[src/rtl/ternary_stream_driver.sv]
`default_nettype none
// ============================================================================
// Module   : ternary_stream_driver
// Purpose  : Buffers a ternary weight set, loads it into the matrix multiplier
//            after a short reset, then streams activation vectors row by row
//            and captures the tagged results returned on tt_out.
// Revision : 1.0 - initial release
// ============================================================================
module ternary_stream_driver #(
  parameter int IN_LEN  = 14,
  parameter int OUT_LEN = 7,
  parameter int RES_LAT = 2
) (
  input  logic                       clk,
  input  logic                       rst,
  input  logic                       wt_valid,
  output logic                       wt_ready,
  input  logic [IN_LEN-1:0]          wt_data,
  input  logic                       vec_valid,
  output logic                       vec_ready,
  input  logic [15:0]                vec_data,
  input  logic                       start,
  output logic                       busy,
  output logic                       tt_rst_n,
  output logic [15:0]                tt_in,
  input  logic [7:0]                 tt_out,
  output logic                       res_valid,
  output logic [$clog2(OUT_LEN)-1:0] res_row,
  output logic [7:0]                 res_data
);

  localparam int NHALF = 2 * OUT_LEN;
  localparam int ROW_W = $clog2(OUT_LEN);
  localparam int IDX_W = $clog2(NHALF + 1);
  localparam int CNT_W = ROW_W + 1;
  localparam logic [ROW_W-1:0] ROW_LAST  = ROW_W'(OUT_LEN - 1);
  localparam logic [CNT_W-1:0] LOAD_LAST = {1'b1, ROW_LAST};
  localparam logic [IDX_W-1:0] IDX_FULL  = IDX_W'(NHALF);

  typedef enum logic [2:0] {
    S_IDLE = 3'd0,
    S_FILL = 3'd1,
    S_RST  = 3'd2,
    S_LOAD = 3'd3,
    S_RUN  = 3'd4
  } state_t;

  state_t             state;
  state_t             state_nx;
  logic [IDX_W-1:0]   wr_idx;
  logic               buf_full;
  logic               wt_fire;
  logic [IN_LEN-1:0]  buffer [NHALF];
  logic               rst_cnt;
  logic [CNT_W-1:0]   count;
  logic [CNT_W-1:0]   count_nx;
  logic [ROW_W-1:0]   row;
  logic [IDX_W-1:0]   load_idx;
  logic [15:0]        load_word;
  logic [15:0]        vec_hold;
  logic               vec_hold_valid;
  logic [ROW_W-1:0]   issue_row;
  logic [RES_LAT-1:0] tag_valid;
  logic [ROW_W-1:0]   tag_row [RES_LAT];

  // The schedule counter's low field is the row; its top bit marks the
  // second (high-half) pass, so the field value OUT_LEN..max is skipped.
  assign row      = count[ROW_W-1:0];
  assign count_nx = (row == ROW_LAST) ? {~count[ROW_W], {ROW_W{1'b0}}}
                                      : count + CNT_W'(1);
  assign load_idx = count[ROW_W] ? (IDX_W'(OUT_LEN) + IDX_W'(row)) : IDX_W'(row);
  assign buf_full = (wr_idx == IDX_FULL);
  assign wt_fire  = wt_valid && wt_ready;

  // Results are reported straight from the multiplier bus, qualified by the tag.
  assign res_valid = tag_valid[RES_LAT-1];
  assign res_row   = res_valid ? tag_row[RES_LAT-1] : '0;
  assign res_data  = res_valid ? tt_out : '0;

  // State register.
  always_ff @(posedge clk or posedge rst) begin
    if (rst) begin
      state <= S_IDLE;
    end else begin
      state <= state_nx;
    end
  end

  // Next-state decode and state-derived outputs (no input reaches an output).
  always_comb begin
    state_nx  = state;
    wt_ready  = 1'b0;
    vec_ready = 1'b0;
    busy      = 1'b0;
    tt_rst_n  = 1'b0;
    tt_in     = '0;
    load_word = '0;
    load_word[IN_LEN-1:0] = buffer[load_idx];
    case (state)
      S_IDLE: begin
        wt_ready = 1'b1;
        if (wt_valid) state_nx = S_FILL;
      end
      S_FILL: begin
        wt_ready = !buf_full;
        if (start && buf_full) state_nx = S_RST;
      end
      S_RST: begin
        busy = 1'b1;
        if (rst_cnt) state_nx = S_LOAD;
      end
      S_LOAD: begin
        busy     = 1'b1;
        tt_rst_n = 1'b1;
        tt_in    = load_word;
        if (count == LOAD_LAST) state_nx = S_RUN;
      end
      S_RUN: begin
        busy      = 1'b1;
        tt_rst_n  = 1'b1;
        vec_ready = (row == '0);
        tt_in     = vec_hold_valid ? vec_hold : '0;
        if (start) state_nx = S_RST;
      end
      default: state_nx = S_IDLE;
    endcase
  end

  // Write pointer, two-cycle reset timer and the multiplier-mirroring counter.
  always_ff @(posedge clk or posedge rst) begin
    if (rst) begin
      wr_idx  <= '0;
      rst_cnt <= 1'b0;
      count   <= '0;
    end else begin
      if (wt_fire) wr_idx <= wr_idx + IDX_W'(1);
      rst_cnt <= (state == S_RST);
      if (!tt_rst_n) begin
        count <= '0;
      end else begin
        count <= count_nx;
      end
    end
  end

  // Weight-half buffer, filled in arrival order and discarded on reset.
  always_ff @(posedge clk or posedge rst) begin
    if (rst) begin
      for (int i = 0; i < NHALF; i++) buffer[i] <= '0;
    end else if (wt_fire) begin
      buffer[wr_idx] <= wt_data;
    end
  end

  // Vector hold register: a vector taken on a row-0 cycle drives tt_in for the
  // following OUT_LEN cycles; a missing vector leaves a bubble of zeros.
  always_ff @(posedge clk or posedge rst) begin
    if (rst) begin
      vec_hold       <= '0;
      vec_hold_valid <= 1'b0;
      issue_row      <= '0;
    end else begin
      issue_row <= row;
      if (state != S_RUN || start) begin
        vec_hold_valid <= 1'b0;
      end else if (vec_ready) begin
        vec_hold_valid <= vec_valid;
        if (vec_valid) vec_hold <= vec_data;
      end
    end
  end

  // Tag pipeline tracking each issued row until its result appears; a restart
  // from RUN flushes every tag still in flight.
  always_ff @(posedge clk or posedge rst) begin
    if (rst) begin
      tag_valid <= '0;
      for (int i = 0; i < RES_LAT; i++) tag_row[i] <= '0;
    end else if (state == S_RUN && start) begin
      tag_valid <= '0;
      for (int i = 0; i < RES_LAT; i++) tag_row[i] <= '0;
    end else begin
      tag_valid[0] <= (state == S_RUN) && vec_hold_valid;
      tag_row[0]   <= issue_row;
      for (int i = 1; i < RES_LAT; i++) begin
        tag_valid[i] <= tag_valid[i-1];
        tag_row[i]   <= tag_row[i-1];
      end
    end
  end

endmodule
`default_nettype wire

[config.mk]
export PLATFORM = sky130hd
export DESIGN_NAME = ternary_stream_driver
export DESIGN_NICKNAME = d
export VERILOG_FILES = /design/src/rtl/ternary_stream_driver.sv
export SDC_FILE = /design/constraint.sdc
export NUM_CORES = 1
export LEC_CHECK = 0
export CAP_MARGIN = 20
export CORE_MARGIN = 10
export CORE_UTILIZATION = 35
export CTS_CLUSTER_SIZE = 28
export DETAILED_ROUTE_END_ITERATION = 8
export PLACE_DENSITY = 0.5
export SETUP_SLACK_MARGIN = 0.1
export SYNTH_ARGS = -nofsm -noshare
export SYNTH_HDL_FRONTEND = slang
export SYNTH_SLANG_ARGS = --single-unit
[constraint.sdc]
create_clock -name clk -period 9.09 [get_ports clk]
set_input_delay 1.818 -clock clk [delete_from_list [all_inputs] [get_ports clk]]
set_output_delay 1.818 -clock clk [all_outputs]
set_load 0.01 [all_outputs]
==> After elaboration in Yosys (flattened, before gate mapping) <==
Cells that the tools add are included.
{ "totals": {"elab_cells": 88, "register_bits": 236} }
{ "op_classes": {"addsub": 3, "n_bitwise": 4, "n_eq_ne": 13, "muxes": 27, "magnitude_cmp": 3, "n_reduce_logical": 14} }
{ "ops": {"columns": ["cell", "n"], "rows": [
  ["$bwmux 196", 1],
  ["$bmux 14 s4", 1],
  ["$demux 14 s4", 1],
  ["$mux 14", 3],
  ["$pmux 16 s2", 1],
  ["$mux 3", 6],
  ["$mux 16", 1],
  ["$pmux 3 s5", 1],
  ["$mux 4", 3],
  ["$ge 5x5->1 const B", 2],
  ["$ne 2x2->1 const B", 5],
  ["$not 4->5", 2],
  ["$add 4x1->4 const B", 2],
  ["$eq 4x4->1 const B", 2],
  ["$mux 8", 1],
  ["$eq 3x2->1 const B", 2],
  ["$eq 3x3->1 const B", 2],
  ["$logic_not 3->1", 2],
  ["$mux 6", 1],
  ["$logic_and 1x1->1", 5],
  ["$lt 5x1->1 const B", 1],
  ["$mux 1", 5],
  ["$reduce_and 5->1", 1],
  ["$add 3x3->4 const A", 1],
  ["other kinds (11)", 12]
]} }

==> Logic depth before layout (Yosys ltp) <==
Gate-level depths: netlist of the first run.
{ "depth": {"ltp_word": 7, "ltp_mapped": 12} }

==> Worst setup path before layout of the first run <==
OpenSTA, ideal clock, no wires.
{ "synth_timing": {"path_kind": "register -> output", "startpoint": "register count[1]", "endpoint": "output port tt_in[11]", "stages_incl_launch_ff": 13, "t_arrival_ns": 2.872, "required_time_ns": 7.272, "setup_slack_ns": 4.400, "path_cell_list": "dfrtp_1 > buf_2 > buf_1 > inv_1 > ha_1 > buf_2 > and2_1 > buf_2 > mux2i_1 > buf_4 > nor2_1 > o311a_1 > o21ai_1"} }
{ "synth_between": {"elab_chain_len": 7} }
{ "synth_rtl": {"columns": ["element", "line_no", "text"], "rows": [
  ["start, declared", "55", "logic [CNT_W-1:0] count;"],
  ["start signal, assigned", "141", "count <= count_nx;"],
  ["$add 3x3->4", "71", "assign load_idx = count[ROW_W] ? (IDX_W'(OUT_LEN) + IDX_W'(row)) : IDX_W'(row);"],
  ["$mux 4 *", "71", null],
  ["$not 4->5 (implied by the code) *", "98", "load_word[IN_LEN-1:0] = buffer[load_idx];"],
  ["$bmux 14 s4 *", "98", null],
  ["$mux 14 (implied by the code) * (2 in series)", "98", null],
  ["$pmux 16 s2 *", "99", "case (state)"],
  ["end, declared", "25", "output logic [15:0] tt_in,"]
]} }
Mark *: on every way between the ends. The rest lies on a longest branch, timed or not. The select of a mux whose other input is x is not followed.

==> Worst setup path in the final report of the first run <==
{ "layout_timing": {"startpoint": "register count[1]", "endpoint": "output port tt_in[3]"} }
The elaborated chain is that of the path after synthesis.

==> summary.txt, run 1 <==
Outcome
  – Status: completed

Cells and area
  – Final instance area: 13,700 um2
  – Share of layout cells above drive strength 1: 0.295
  – Nets: 1,075
  – Area grow syn2layout: 17.4%
  – Layout Utilization: 0.419
  – Ant. Diodes: 0
  – Finished Layout Cells: 1,481
  – Fill cells: 3,140

Timing
  – Slew @ Worst Pin: 1.04 ns
  – Final Skew: 0.00738 ns
  – Peak Freq: 167 MHz
  – Final-report setup violation count: 0
  – Final TNS setup: 0 ns
  – Final hold violation count: 0
  – Slew Viols, Final: 0
  – RSZ-0062 raised after global routing: false
  – Crit path time final: 6.00 ns
  – Fin worst setup slack: 3.09 ns
  – Rel. slew slack: 0.306
  – Hold slack: 0.457 ns
  – Final period util: 0.660

Power
  – Combinational power share: 0.313
  – LEAKAGE: 5.65 nW
  – Sequential share of power: 0.431
  – Power Density: 305 nW/um2
  – Switching Share: 0.309
  – Pint: 2.89 mW
  – Switching Power: 1.29 mW
  – Peak VDD IR: 0.000155 V
  – Total power: 4.18 mW
  – Clock network fraction of design power: 0.255

Clocking
  – Num CTS Buffers: 27
  – H-tree levels: 1
  – Cts hold-fix bufs: 0
  – Clk Latency, worst-skew pair: 0.52 ns
  – Clock sink count: 236
  – CTS tree: done
  – Clock-pin slew of the registers on the worst-case setup and hold paths: 0.06 ns
  – CTS root buf: clkbuf_16
  – Max Buffers Root-to-Sink: 3
  – Post-CTS setup buffers: 0
  – # resized after CTS: 0

Detailed routing
  – First-pass DRT Iterations: 4
  – Final WL: 32.9 mm
  – DR vias/cell: 5.41
  – Wirelength per Cell: 22.2 um
  – # DRC: 0
  – ANT nets after route: 0
  – Initial DRC count: 595
  – DR vias: 8,008

Synthesis
  – XOR/XNOR Fraction of Synth Area: 0.00663
  – Synth unique cells: 58
  – Number of synthesis warnings: 0
  – Post-Syn Area per Cell: 12.1 um2
  – Adder-cell share of the synthesized area: 0.00962
  – Ys flop type: dfrtp_1
  – Synth Area in Compound Gates: 0.108
  – Number of synthesized register bits: 236
  – Synthesized cell area: 11,700 um2
  – Largest family of logic cells by synthesized area: multiplexers
  – Mux cell area share after synthesis: 0.261
  – Ys async rst share: 1.00
  – Post-Synthesis Cells: 969
  – Mapped Nets: 1,021
  – Post-Synth Simple-Gate Area: 0.0756
  – Post-synth EDFFs: 0
  – Seq/Total Area, Yosys: 0.505

Global routing
  – Met3 Usage GRT: 0.0231
  – Global-route wire length before repair: 52.2 mm
  – Tot GR Track Use: 0.159
  – Vias in the first global route: 8,370
  – GR peak layer: met2
  – GRT overflow: 0
  – GRT met1 Usage: 0.231
  – Initial antenna violation count: 0
  – M2 GR Usage: 0.249
  – Largest net degree at the start of global routing: 131

Placed design
  – Post-DP HPWL: 21.3 mm
  – Post-DP Area: 12,900 um2
  – Input/output buffers: 74
  – RD Place Congestion: 0.775
  – Placed Cells: 1,434
  – Setup WS pre-CTS: 3.48 ns

Critical path
  – CP endpoint: tt_in[3]
  – CP max FO: 33
  – WP buf/inv: 4
  – Crit-path slowest cell: nand3_1
  – Reg2reg end: buffer[14]
  – Cell mode on critical path: buf_4
  – Data arrival, critical path: 4.18 ns
  – Required @ worst endpoint: 7.27 ns
  – Critical Path Stages: 10
  – Worst reg2reg path depth: 6
  – Slowest stage delay, CP: 0.54 ns
  – Crit Path Class: flop to output port
  – Worst reg2reg startpoint: wr_idx[0]
  – Crit. Startpoint: count[1]
  – R2r setup slk: 6.64 ns
  – Crit path max-delay family: buffers and inverters
  – CP Capture Type: output port
  – Crit path cell chain: buf_4 > inv_1 > ha_2 > buf_4 > nand3_1 > a21o_1 > o221ai_1 > o211ai_1 > a32o_1 > clkdlybuf4s50_1
  – Crit start category: flop

Floorplanning
  – Row Count: 66
  – Die H: 203 um
  – Num ports: 75
  – Initial core utilization: 0.357
  – Core area: 32,800 um2
  – Total die area: 41,100 um2
  – Die W: 203 um

Flow run
  – Maximum Capacitance Violations: 0

Min path
  – Min-delay worst type: flop to flop
power by group through the flow:
stage                     Clock (mW)  Sequential (mW)  Combinational (mW)
after floorplan                    0             1.73                1.02
after global placement             0             1.81                1.29
after detailed placement           0             1.82                1.31
after CTS                       1.10             1.81                1.32
after global routing            1.14             1.87                1.45
final                           1.07             1.80                1.31
final cells by class:
class                           count  area (um2)  share of cell area
Clock inverter                      7        85.1             0.00620
Sequential cell                   236        5910               0.430
Inverter                            9        41.3             0.00301
Tap cell                          442         553              0.0403
Multi-Input combinational cell    647        5420               0.395
Timing Repair Buffer              102         951              0.0692
Clock buffer                       38         777              0.0566
worst register-to-register path: stages, from the launching register on:
cell and delay, ns:
dfrtp_1 0.40, inv_1 0.11, ha_1 0.24, nand2_1 0.06
and4_1 0.21, nand3_1 0.73, mux2_2 0.58
placed cells by master, fill, tap and decap left out, drive strengths merged, types with 14 or more instances in the layout:
master and n:
nand3 33, buf 28, o311a 14, clkdlybuf4s50 74, clkbuf 38, nand2 57, mux4 14, mux2 213
nor2 36, o211ai 14, dfrtp 236, mux2i 34, a21oi 50, o21ai 49, and2 17
worst min-delay path by stage:
| stage | start | end | slack, ns | depth (start not counted) |
|---|---|---|---|---|
| 2_1_floorplan | count[2] | issue_row[2] | 0.35 | 0 |
| 3_3_place_gp | tag_row[5] | tag_row[2] | 0.45 | 1 |
| 3_5_place_dp | tag_row[5] | tag_row[2] | 0.45 | 1 |
| 4_1_cts | tag_row[5] | tag_row[2] | 0.46 | 1 |
| 5_1_grt | issue_row[2] | tag_row[5] | 0.47 | 1 |
| 6_report | tag_row[5] | tag_row[2] | 0.46 | 1 |
per-layer routing:
layer / up-vias / share of wire
li1: 3658 / -
met5: - / 0
met3: 36 / 0.034
met4: 0 / 0.014
met1: 4183 / 0.49
met2: 131 / 0.46
cells by family after synthesis:
| group | count (synthesis) |
|---|---|
| compound gates | 189 |
| flops | 236 |
| buf+inv | 86 |
| mux | 261 |
| fa+ha+maj | 9 |
| xor+xnor | 8 |
| simple gates | 180 |
registers in the layout, indices dropped and copies added (netlist names):
register and flops:
buffer 196, vec_hold 16, tag_row 6, count 4
wr_idx 4, issue_row 3, state 3, tag_valid 2
rst_cnt 1, vec_hold_valid 1
cells in the mapped netlist, types with 14 or more instances:
library cell / n / area (um2)
nand3_1: 33 / 165
o211ai_1: 14 / 105
mux2i_1: 34 / 340
mux2_2: 211 / 2380
a21oi_1: 50 / 250
and2_1: 14 / 87.6
nand2_1: 56 / 210
mux4_2: 14 / 315
buf_2: 37 / 185
clkbuf_1: 32 / 120
nor2_1: 36 / 135
dfrtp_1: 236 / 5910
o21ai_0: 36 / 180
Note: power is estimated with default switching activity, not from simulation.
==> inputs of run 2 (changes only) <==
Clock period 9.09 ns to 6.3 ns, I/O delays scaled along.
==> run 2 against run 1 <==
Net effect:
- routed wire length rose by 1.8%
- global-route usage rose by 0.25 points
- hold slack got worse by 0.0074 ns
- clock skew rose by 0.0015 ns
- first-iteration DRC count fell by 8.9%
- setup slack got worse by 2.0 ns
- cell count rose by 0.61%
- via count rose by 0.60%
- largest power group unchanged
==> summary.txt, run 2 (synthesis gave the netlist of run 1 again) <==
Critical path
  – Crit start category: flop (unchanged)
  – Crit. Startpoint: count[0] (was count[1])
  – WP buf/inv: 4 (unchanged)
  – Data arrival, critical path: 3.95 ns (was 4.18 ns)
  – Required @ worst endpoint: 5.04 ns (was 7.27 ns)
  – Crit path max-delay family: buffers and inverters (unchanged)
  – Cell mode on critical path: buf_4 (unchanged)
  – CP max FO: 31 (was 33)
  – Crit-path slowest cell: clkdlybuf4s50_1 (was nand3_1)
  – CP Capture Type: output port (unchanged)
  – Crit Path Class: flop to output port (unchanged)
  – Slowest stage delay, CP: 0.57 ns (was 0.54 ns)
  – Crit path cell chain: inv_1 > ha_2 > buf_4 > and3b_1 > a21oi_1 > buf_4 > o221ai_1 > o311a_1 > o21ai_1 > clkdlybuf4s50_1 (was buf_4 > inv_1 > ha_2 > buf_4 > nand3_1 > a21o_1 > o221ai_1 > o211ai_1 > a32o_1 > clkdlybuf4s50_1)
  – Worst reg2reg startpoint: wr_idx[0] (unchanged)

Cells and area
  – Ant. Diodes: 0 (unchanged)
  – Share of layout cells above drive strength 1: 0.299 (was 0.295)
  – Most frequent cells in the layout: dfrtp_1 (235), mux2_2 (211), clkdlybuf4s50_1 (74) (unchanged)
  – Max reg flops: 196 (unchanged)
  – Area grow syn2layout: 18.7% (was 17.4%)
  – Nets: 1,079 (was 1,075)
  – Fill cells: 3,148 (was 3,140)
  – Final instance area: 13,900 um2 (was 13,700 um2)
  – Largest regs: buffer: 196 flops, vec_hold: 16 flops, tag_row: 6 flops (unchanged)
  – Largest Register: buffer (unchanged)
  – Commonest non-fill, non-tap cell in the layout: dfrtp_1 (unchanged)

Power
  – Peak VDD IR: 0.000257 V (was 0.000155 V)
  – Combinational power share: 0.308 (was 0.313)
  – Switching Share: 0.304 (was 0.309)
  – Sequential share of power: 0.418 (was 0.431)
  – Power Density: 446 nW/um2 (was 305 nW/um2)
  – Switching Power: 1.89 mW (was 1.29 mW)
  – Pint: 4.31 mW (was 2.89 mW)
  – Clock network fraction of design power: 0.274 (was 0.255)
  – LEAKAGE: 5.72 nW (was 5.65 nW)

Clocking
  – # resized after CTS: 0 (unchanged)
  – Max Buffers Root-to-Sink: 3 (unchanged)
  – Clock-pin slew of the registers on the worst-case setup and hold paths: 0.06 ns (about the same)
  – Post-CTS setup buffers: 0 (unchanged)
  – Clock sink count: 236 (unchanged)
  – Cts hold-fix bufs: 0 (unchanged)
  – H-tree levels: 1 (unchanged)
  – Num CTS Buffers: 28 (was 27)
  – CTS tree: done (unchanged)
  – CTS root buf: clkbuf_16 (unchanged)
  – Clk Latency, worst-skew pair: 0.54 ns (was 0.52 ns)

Min path
  – Min-delay worst type: flop to flop (unchanged)
  – Hold Startpoint: tag_row[4] (was tag_row[5])

Timing
  – RSZ-0062 raised after global routing: false (unchanged)
  – Peak Freq: 192 MHz
  – Slew Viols, Final: 0 (unchanged)
  – Final period util: 0.826
  – Crit path time final: 5.21 ns
  – Slew @ Worst Pin: 1.02 ns (was 1.04 ns)
  – Final TNS setup: 0 ns (unchanged)
  – Final hold violation count: 0 (unchanged)
  – Final Skew: 0.00890 ns (was 0.00738 ns)
  – Rel. slew slack: 0.318 (was 0.306)
  – Final-report setup violation count: 0 (unchanged)

Global routing
  – Largest net degree at the start of global routing: 171 (was 131)
  – Tot GR Track Use: 0.162 (was 0.159)
  – GRT overflow: 0 (unchanged)
  – Global-route wire length before repair: 52.7 mm (was 52.2 mm)
  – Initial antenna violation count: 0 (unchanged)
  – Vias in the first global route: 8,343 (was 8,370)

Detailed routing
  – # DRC: 0 (unchanged)
  – Final WL: 33.5 mm (was 32.9 mm)
  – First-pass DRT Iterations: 5 (was 4)
  – ANT nets after route: 0 (unchanged)
  – Wirelength per Cell: 22.5 um (was 22.2 um)
  – DR vias: 8,056 (was 8,008)
  – DR vias/cell: 5.41 (about the same)
  – Initial DRC count: 542 (was 595)

Floorplanning
  – Core area: 32,800 um2 (unchanged)
  – Die H: 203 um (unchanged)
  – Total die area: 41,100 um2 (unchanged)
  – Num ports: 75 (unchanged)
  – Die W: 203 um (unchanged)
  – Initial core utilization: 0.357 (unchanged)
  – Row Count: 66 (unchanged)

Placed design
  – Post-DP Area: 12,900 um2 (about the same)
  – Post-DP HPWL: 21.3 mm (about the same)
  – Input/output buffers: 74 (unchanged)
  – RD Place Congestion: 0.760 (was 0.775)

Flow run
  – Maximum Capacitance Violations: 0 (unchanged)

Outcome
  – Status: completed (unchanged)
-- run 2: per-layer routing --
layer | global-route usage | vias up | wire (um)
li1 | - | 3673 | -
met4 | 0.0322 | 0 | 524
met3 | 0.0269 | 36 | 1350
met2 | 0.252 | 140 | 15300
met5 | 0 | - | 0
met1 | 0.232 | 4207 | 16400
-- run 2: worst paths after layout --
path                                to  slack, ns  cells after the start
setup / recovery              tt_in[9]       1.09                     10
hold / removal              tag_row[1]       0.45                      1
setup reg to reg            buffer[15]       3.93                      6
hold reg to reg             tag_row[1]       0.45                      1
max in group asynchronous  buffer[185]       3.89                      3
min in group asynchronous      rst_cnt       1.09                      2
-- run 2: final cells by class --
cell class	count	area [um2]	share of cell area
multi-input cells	647	5420	0.390
flip-flops and latches	236	5910	0.425
repair buffers	105	1000	0.0721
clock inverters	9	148	0.0106
inverters	9	37.5	0.00270
well taps	442	553	0.0398
clock buffers	42	825	0.0594
-- run 2: metrics by stage --
step / setup slack [ns] / instances / util / hold slack, ns / total power, mW
2_1_floorplan: 1.95 / 969 / - / 0.349 / 3.96
3_5_place_dp: 1.48 / 1437 / 0.393 / 0.449 / 4.52
4_1_cts: 0.890 / 1488 / 0.423 / 0.454 / 6.25
5_1_grt: 0.912 / 1490 / 0.424 / 0.468 / 6.59
3_3_place_gp: 1.68 / 1437 / 0.393 / 0.445 / 4.48
6_report: 1.09 / 1490 / 0.424 / 0.450 / 6.19
-- run 2: power groups by stage --
stage                     sequential [mW]  combinational (mW)  clock (mW)
after floorplan                      2.49                1.47           0
after global placement               2.59                1.88           0
after detailed placement             2.61                1.92           0
after CTS                            2.59                1.92        1.74
after global routing                 2.69                2.10        1.80
final                                2.59                1.91        1.70
==> inputs of run 3 (changes only) <==
Clock period 6.3 ns to 5.4 ns, I/O delays scaled along.
==> run 3 against run 2 <==
Net effect:
- core utilization shrank 0.13 points
- highest routed layer unchanged
- critical path depth is 2 lower
- clock power grew 11%
- via count increased by 0.72%
- clock skew rose by 0.0044 ns
- register-to-register slack got worse by 0.89 ns
- setup slack worse by 0.70 ns
- sequential cell count did not move
- non-clock buffer count grew 1
- routed wire length decreased by 0.63%
==> summary.txt, run 3 (synthesis gave the netlist of run 1 again) <==
Power
  – Pint: 4.91 mW (was 4.31 mW)
  – Sequential share of power: 0.425 (was 0.418)
  – Clock network fraction of design power: 0.265 (was 0.274)
  – LEAKAGE: 5.72 nW (about the same)
  – Switching Share: 0.309 (was 0.304)
  – Power Density: 514 nW/um2 (was 446 nW/um2)
  – Total power: 7.11 mW (was 6.19 mW)
  – Combinational power share: 0.309 (was 0.308)
  – Peak VDD IR: 0.000286 V (was 0.000257 V)
  – Switching Power: 2.20 mW (was 1.89 mW)

Global routing
  – Global-route wire length before repair: 53.1 mm (was 52.7 mm)
  – Tot GR Track Use: 0.162 (about the same)
  – Initial antenna violation count: 0 (unchanged)
  – Largest net degree at the start of global routing: 125 (was 171)
  – Vias in the first global route: 8,595 (was 8,343)
  – GRT overflow: 0 (unchanged)

Clocking
  – CTS root buf: clkbuf_16 (unchanged)
  – Cts hold-fix bufs: 0 (unchanged)
  – Clock-pin slew of the registers on the worst-case setup and hold paths: 0.06 ns (about the same)
  – Post-CTS setup buffers: 0 (unchanged)
  – CTS tree: done (unchanged)
  – Clk Latency, worst-skew pair: 0.55 ns (was 0.54 ns)
  – H-tree levels: 1 (unchanged)
  – Num CTS Buffers: 28 (unchanged)
  – Clock sink count: 236 (unchanged)
  – Max Buffers Root-to-Sink: 3 (unchanged)
  – # resized after CTS: 0 (unchanged)

Cells and area
  – Share of layout cells above drive strength 1: 0.303 (was 0.299)
  – Commonest non-fill, non-tap cell in the layout: dfrtp_1 (unchanged)
  – Max reg flops: 196 (unchanged)
  – Largest regs: buffer: 196 flops, vec_hold: 16 flops, tag_row: 6 flops (unchanged)
  – Final instance area: 13,800 um2 (was 13,900 um2)
  – Most frequent cells in the layout: dfrtp_1 (235), mux2_2 (211), clkdlybuf4s50_1 (74) (unchanged)
  – Fill cells: 3,096 (was 3,148)
  – Ant. Diodes: 0 (unchanged)
  – Area of the multi-input gates: 5410 um2 (was 5420 um2)
  – Register area: 5910 um2 (unchanged)
  – Largest Register: buffer (unchanged)
  – Area grow syn2layout: 18.3% (was 18.7%)
  – Nets: 1,080 (was 1,079)

Critical path
  – Worst reg2reg path depth: 6 (unchanged)
  – Crit Path Class: flop to output port (unchanged)
  – Reg2reg end: vec_hold[6] (was buffer[15])
  – Data arrival, critical path: 3.93 ns (was 3.95 ns)
  – Required @ worst endpoint: 4.32 ns (was 5.04 ns)
  – CP Capture Type: output port (unchanged)
  – CP max FO: 28 (was 31)
  – R2r setup slk: 3.04 ns (was 3.93 ns)
  – Worst reg2reg startpoint: count[0] (was wr_idx[0])
  – Crit start category: flop (unchanged)

Detailed routing
  – Routed wl met2: 15.8 mm (was 15.3 mm)
  – Wirelength per Cell: 22.3 um (was 22.5 um)
  – Final WL: 33.3 mm (was 33.5 mm)
  – Uppermost routed layer: met4 (unchanged)
  – # DRC: 0 (unchanged)
  – ANT nets after route: 0 (unchanged)
  – DR WL met3: 1.36 mm (was 1.35 mm)
  – Initial DRC count: 505 (was 542)
  – First-pass DRT Iterations: 5 (unchanged)
  – Post-Route M1 WL: 15.6 mm (was 16.4 mm)
  – DR vias/cell: 5.44 (was 5.41)
  – DR vias: 8,114 (was 8,056)

Min path
  – WHS Path Cells: 1 (unchanged)
  – Worst Hold Endpoint: tag_row[4] (was tag_row[1])
  – Min-delay worst type: flop to flop (unchanged)
  – Hold Startpoint: issue_row[1] (was tag_row[4])

Outcome
  – Status: completed (unchanged)

Timing
  – Slew Viols, Final: 0 (unchanged)
  – Fin worst setup slack: 0.394 ns (was 1.09 ns)
  – Crit path time final: 5.01 ns
  – Peak Freq: 200 MHz
  – RSZ-0062 raised after global routing: false (unchanged)
  – Slew @ Worst Pin: 1.17 ns (was 1.02 ns)
  – Final Skew: 0.0133 ns (was 0.00890 ns)
  – Rel. slew slack: 0.221 (was 0.318)
  – Final TNS setup: 0 ns (unchanged)
  – Final period util: 0.927
  – Final hold violation count: 0 (unchanged)
  – Final-report setup violation count: 0 (unchanged)

Floorplanning
  – Num ports: 75 (unchanged)
  – Die H: 203 um (unchanged)
  – Die W: 203 um (unchanged)
  – Row Count: 66 (unchanged)
  – Initial core utilization: 0.357 (unchanged)
  – Core area: 32,800 um2 (unchanged)
  – Total die area: 41,100 um2 (unchanged)

Placed design
  – Setup WS pre-CTS: 0.953 ns (was 1.48 ns)
  – Post-DP HPWL: 21.2 mm (was 21.3 mm)
  – Input/output buffers: 74 (unchanged)
  – Post-DP Area: 12,900 um2 (about the same)
  – RD Place Congestion: 0.759 (was 0.760)

Flow run
  – Maximum Capacitance Violations: 0 (unchanged)
-- run 3: cell types whose count changed in the layout (fill, tap and decap cells not counted), sizes merged --
cell,before,now
clkinv,4,10
bufinv,4,1
buf,31,32
clkinvlp,2,1
clkbuf,42,41
-- run 3: critical path, stage by stage, from the launching register on --
cell and delay (ns):
dfrtp_1 0.47, inv_1 0.12, ha_2 0.63, nand2_2 0.49
nand3_1 0.24, a21oi_1 0.07, or4_1 0.54, a32o_1 0.30
clkdlybuf4s50_1 0.49
-- run 3: worst max path at each step --
stage | from | cells past startpoint | to
final | count[1] | 8 | tt_in[3]
after global routing | count[0] | 9 | tt_in[9]
after CTS | count[1] | 8 | tt_in[3]
after detailed placement | count[1] | 8 | tt_in[3]
after global placement | count[1] | 8 | tt_in[3]
after floorplan | rst | 1 | buffer[0]
-- run 3: metrics by stage --
| stage | cells | hold WS [ns] | utilization |
|---|---|---|---|
| 6_report | 1492 | 0.453 | 0.422 |
| 5_1_grt | 1492 | 0.480 | 0.422 |
| 4_1_cts | 1492 | 0.456 | 0.422 |
| 3_5_place_dp | 1440 | 0.446 | 0.394 |
| 3_3_place_gp | 1440 | 0.442 | 0.394 |
| 2_1_floorplan | 969 | 0.349 | - |
-- run 3: power groups by stage --
| stage | Sequential, mW | Combinational (mW) | Clock, mW |
|---|---|---|---|
| 2_1_floorplan | 2.90 | 1.72 | 0 |
| 3_3_place_gp | 3.04 | 2.18 | 0 |
| 5_1_grt | 3.14 | 2.44 | 2.01 |
| 3_5_place_dp | 3.05 | 2.21 | 0 |
| 6_report | 3.03 | 2.20 | 1.89 |
| 4_1_cts | 3.03 | 2.22 | 1.94 |
-- run 3: cell type report --
type	count	area share
Timing Repair Buffer	106	0.0727
Clock buffer	41	0.0606
Inverter	9	0.00271
Sequential cell	236	0.427
Clock inverter	11	0.00660
Tap cell	442	0.0399
Multi-Input combinational cell	647	0.391
-- run 3: per-layer routing --
layer | GRT usage | up-vias
met5 | 0 | -
met4 | 0.0346 | 0
met3 | 0.0234 | 41
met2 | 0.269 | 145
met1 | 0.218 | 4252
li1 | - | 3676
